$ cat config.mk
export PLATFORM = sky130hd
export DESIGN_NAME = hazard_unit
export DESIGN_NICKNAME = d
export VERILOG_FILES = /design/src/rtl/hazard_unit.sv
export SDC_FILE = /design/constraint.sdc
export NUM_CORES = 1
export LEC_CHECK = 0
export BUFFER_PORTS_ARGS = -buffer_cell sky130_fd_sc_hd__buf_4
export CAP_MARGIN = 10
export CORE_MARGIN = 2
export CORE_UTILIZATION = 40
export CTS_CLUSTER_SIZE = 10
export DETAILED_ROUTE_END_ITERATION = 16
export HOLD_SLACK_MARGIN = 0.02
export PLACE_DENSITY = 0.67
export SLEW_MARGIN = 40
export SYNTH_ARGS = -nofsm -noshare
export SYNTH_HDL_FRONTEND = slang
export SYNTH_SLANG_ARGS = --single-unit
export TNS_END_PERCENT = 10
$ cat constraint.sdc
create_clock -name clk -period 3.16 [get_ports clk]
set_input_delay 0.316 -clock clk [delete_from_list [all_inputs] [get_ports clk]]
set_output_delay 0.316 -clock clk [all_outputs]
set_load 0.05 [all_outputs]
$ cat src/rtl/hazard_unit.sv
// hazard_unit: MIPS 5-stage stall/flush/forward control with HI/LO busy tracking and a stall counter
module hazard_unit #(
  parameter int MD_CYCLES = 4,
  parameter int CNT_W     = 32
) (
  input  logic             clk,
  input  logic             rst,
  input  logic [4:0]       rsd,
  input  logic [4:0]       rtd,
  input  logic             branchd,
  input  logic             jr_d,
  input  logic             hilo_wed,
  input  logic             mfhilo_d,
  input  logic [4:0]       rse,
  input  logic [4:0]       rte,
  input  logic [4:0]       rf_wae,
  input  logic             we_rege,
  input  logic [1:0]       dm2rege,
  input  logic             hilo_wee,
  input  logic [4:0]       rf_wam,
  input  logic             we_regm,
  input  logic [1:0]       dm2regm,
  input  logic [4:0]       rf_waw,
  input  logic             we_regw,
  output logic             stall_f,
  output logic             stall_d,
  output logic             flush_e,
  output logic             forward_ad,
  output logic             forward_bd,
  output logic [1:0]       forward_ae,
  output logic [1:0]       forward_be,
  output logic             md_busy,
  output logic [CNT_W-1:0] stall_count
);
  localparam int MW = $clog2(MD_CYCLES + 1);
  typedef enum logic {IDLE, BUSY} state_t;
  state_t        state;
  logic [MW-1:0] md_cnt;
  logic          m_rs_e, m_rt_e, w_rs_e, w_rt_e;
  logic          hit_rs, hit_rt, lu, br, md, stall;
  assign m_rs_e = we_regm && rf_wam != 5'd0 && rf_wam == rse;
  assign m_rt_e = we_regm && rf_wam != 5'd0 && rf_wam == rte;
  assign w_rs_e = we_regw && rf_waw != 5'd0 && rf_waw == rse;
  assign w_rt_e = we_regw && rf_waw != 5'd0 && rf_waw == rte;
  // a branch/jr operand is unavailable if E is producing it or M holds a load of it
  assign hit_rs = rsd != 5'd0 && ((we_rege && rf_wae == rsd) || (we_regm && dm2regm == 2'b01 && rf_wam == rsd));
  assign hit_rt = rtd != 5'd0 && ((we_rege && rf_wae == rtd) || (we_regm && dm2regm == 2'b01 && rf_wam == rtd));
  assign lu = we_rege && dm2rege == 2'b01 && rf_wae != 5'd0 && (rf_wae == rsd || rf_wae == rtd);
  assign br = (branchd && (hit_rs || hit_rt)) || (jr_d && hit_rs);
  assign md = md_busy && (mfhilo_d || hilo_wed);
  assign stall = !rst && (lu || br || md);
  assign md_busy = state == BUSY;
  // forwarding selects and stall controls, all held low during reset
  always_comb begin
    stall_f    = stall;
    stall_d    = stall;
    flush_e    = stall;
    forward_ae = rst ? 2'b00 : m_rs_e ? 2'b10 : w_rs_e ? 2'b01 : 2'b00;
    forward_be = rst ? 2'b00 : m_rt_e ? 2'b10 : w_rt_e ? 2'b01 : 2'b00;
    forward_ad = !rst && we_regm && rf_wam != 5'd0 && rf_wam == rsd && dm2regm != 2'b01;
    forward_bd = !rst && we_regm && rf_wam != 5'd0 && rf_wam == rtd && dm2regm != 2'b01;
  end
  // HI/LO occupancy: a new HI/LO write always restarts the busy window
  always_ff @(posedge clk) begin
    if (rst) begin
      state  <= IDLE;
      md_cnt <= '0;
    end else if (hilo_wee) begin
      state  <= BUSY;
      md_cnt <= MW'(MD_CYCLES);
    end else if (state == BUSY) begin
      state  <= md_cnt == MW'(1) ? IDLE : BUSY;
      md_cnt <= md_cnt == MW'(1) ? '0 : md_cnt - MW'(1);
    end
  end
  // saturating count of stalled decode cycles
  always_ff @(posedge clk) begin
    if (rst) stall_count <= '0;
    else if (stall_d && !(&stall_count)) stall_count <= stall_count + CNT_W'(1);
  end
endmodule

==> results.cfg <==
[cells_and_area]
nFillCells = 573
n_antenna_cell = 0
multi_input_area_um2 = 1694
seq_area_um2 = 720.7
nets = 454
syn_to_final_growth_pct = 32.61
layout-drive-gt1-share_pct = 27.05
post-route-util_pct = 55.73

[synthesis]
synth_top_cell_by_area = dfxtp_1
synth-compound-area-share_pct = 14.87
synthXorXnorAreaFrac_pct = 13.83
ys_types = 42
syn_area_per_cell_um2 = 7.865
synthesis.area_um2 = 2532
synth_edf_count = 0
synthMuxAreaShare_pct = 4.002
yosysSeqAreaShare_pct = 28.46
synth_top_area_share_pct = 28.46
synth_top_cells_by_count = dfxtp_1, xor2_1, a21oi_1, nor2_1, or4_1
synthSimpleGateAreaFrac_pct = 31.82
syn_nets = 374
synth_top_family_by_area = simple AND/OR/NAND/NOR gates
synth-main-ff-cell = dfxtp_1
synth.ff_latch_count = 36
synth_adder_area_share_pct = 1.482
syn_inst = 322
yosys-top-cells-area = dfxtp_1, xor2_1, or4_1
ys_async_sr_fraction_pct = 0
yosysMostFrequentCell = dfxtp_1
ys_warn_count = 0

[clocking]
htreeDepth = 2
clock_path_buffers = 2
clk_latency_ns = 0.29
cts_resized = 0
cts_buffers = 5
path_clk_slew_ns = 0.07
post_cts_buffers = 0
cts_tree = built
cts.sinks = 36
cts_hold_buf = 0
cts_root_buffer = clkbuf_8

[setup_path]
crit_path_frequent_cell = nand2_1
path_cells = ha_1 > nand4_1 > nor4_2 > nand2_1 > or3_1 > nand2_1 > or4_1 > a21oi_1
slowest_delay_ns = 0.56
critPathRequiredTime_ns = 3.32
cpMaxStageDelayCell = nor4_2
crit_arrival_ns = 2.82
start_kind = flip-flop
cp-end-kind = flip-flop
path_class = flip-flop to flip-flop
cp_max_fo = 12

[timing]
setup_slack_ns = 0.4974
rsz0062_at_grt = no
fin_crit_sh_pct = 84.26
slew_headroom_pct = 66.01
tns_ns = 0
hold_viol_final = 0
report.final.slew_viol_count = 0
setup_viol = 0
clock_skew_ns = 0.007114
fmax_mhz = 375.6
period_minus_slack_ns = 2.663
tightest_slew_ns = 0.5099

[power_and_ir_drop]
swShare_pct = 28.27
ir_worst_vdd_v = 0.0002279
leakage_nw = 1.291
power.density_nw_per_um2 = 304.3
p_seq_share_pct = 45.6
power.switching_w = 0.0002889
clkPwrFrac_pct = 33.5
power_frac_comb_pct = 21.0
p_int_w = 0.0007331

[die]
row_count = 28
die_x_um = 83.57
core_um2 = 6026
dieArea_um2 = 6984
pin_count = 91
start_util_pct = 42.03
die_h_um = 83.57

[place]
hpwlAfterDp_um = 5050
io_buffer_count = 90
place_congestion = 0.8719
preCtsSetupSlack_ns = 0.5099

[status]
status = completed

[global_routing]
gr-total-overflow = 0
grt_pass1_wl_um = 11030
antenna_found_initial = 0
grt_max_degree = 58
grt_pass1_vias = 2486
track_usage_pct = 18.56

[route]
drtPass1Iterations = 4
route.vias.total = 2651
avgViaCountPerCell = 5.546
drcViolationCount = 0
ant_nets = 0
drt_iter0_markers = 149
wl_per_cell_um = 13.63
totalWireLength_um = 6514

[worst_hold_path]
min_path_type = input port to flip-flop

[flow_run]
drv_cap = 0
==> worst paths after layout <==
| kind | to | cells past startpoint | start | slack, ns |
|---|---|---|---|---|
| setup reg to reg | stall_count[21] | 8 | stall_count[0] | 0.50 |
| hold reg to reg | stall_count[31] | 2 | stall_count[31] | 0.50 |
| setup / recovery | stall_count[21] | 8 | stall_count[0] | 0.50 |
| hold / removal | md_cnt[0] | 2 | hilo_wee | 0.20 |
==> power groups by stage <==
stage / Sequential (W) / Combinational [W] / Clock, W
global route: 0.000467 / 0.000236 / 0.000372
detailed placement: 0.000476 / 0.000216 / 0
finish: 0.000466 / 0.000214 / 0.000342
CTS: 0.000466 / 0.000216 / 0.000354
global placement: 0.000476 / 0.000212 / 0
floorplan: 0.000486 / 0.000113 / 0
==> worst max-delay path, delay by kind of cell, from the launching register on <==
family | cells | cell delay [ns]
compound gates | 1 | 0.06
fa+ha+maj | 1 | 0.23
flops | 1 | 0.42
simple gates | 6 | 1.81
==> cell usage in the layout (no fill, tap or decap), drive strengths merged, types with 2 or more instances in the layout <==
cell / instances
buf: 94
dfxtp: 36
xor2: 27
a21oi: 26
nor2: 25
or4: 24
o31ai: 19
nand3: 17
nand2: 17
xnor2: 13
nor3: 12
inv: 11
nand4: 11
o21ai: 11
nor2b: 10
nor4: 9
mux2: 9
clkbuf: 8
or3: 4
ha: 3
and4: 2
and3: 2
nand2b: 2
==> layer usage <==
| layer | vias to the layer above | share of wire (%) | track usage [%] |
|---|---|---|---|
| met5 | - | 0 | 0 |
| met4 | 0 | 1.5 | 5.572 |
| met3 | 10 | 6.2 | 3.759 |
| met2 | 92 | 49 | 32.15 |
| met1 | 1204 | 43 | 23.14 |
| li1 | 1345 | - | - |
==> logic make-up (layout without fill, tap and decap cells) <==
family,count (synthesis),count (layout)
AOI/OAI and AO/OA,62,62
xor gates and xnor gates,40,40
adders and majority gates,3,3
buffers and inverters,32,113
DFF,36,36
muxes,9,9
and+or+nand+nor,140,140
==> per-stage QoR <==
stage	hold slack [ns]	std cells	power (W)	cell area, um^2
detailed placement	0.4901	470	0.0006922	3268
floorplan	0.3919	322	0.0005998	2532
global placement	0.4866	470	0.0006878	3268
global route	0.1973	478	0.001074	3358
finish	0.2023	478	0.001022	3358
CTS	0.1948	478	0.001036	3358
==> area by class of cell <==
cell class,count,share of cell area (%)
clock buffer,8,2.683
inverter,11,1.230
multi-input combinational,254,50.45
sequential,36,21.46
tap,75,2.794
timing repair buffer,94,21.39
==> sequential cells by signal, summed over array words and instances, names as in the netlist <==
register and flops:
stall_count 32, md_busy 1, md_cnt 3
No activity file was read; power rests on OpenSTA's default activity.
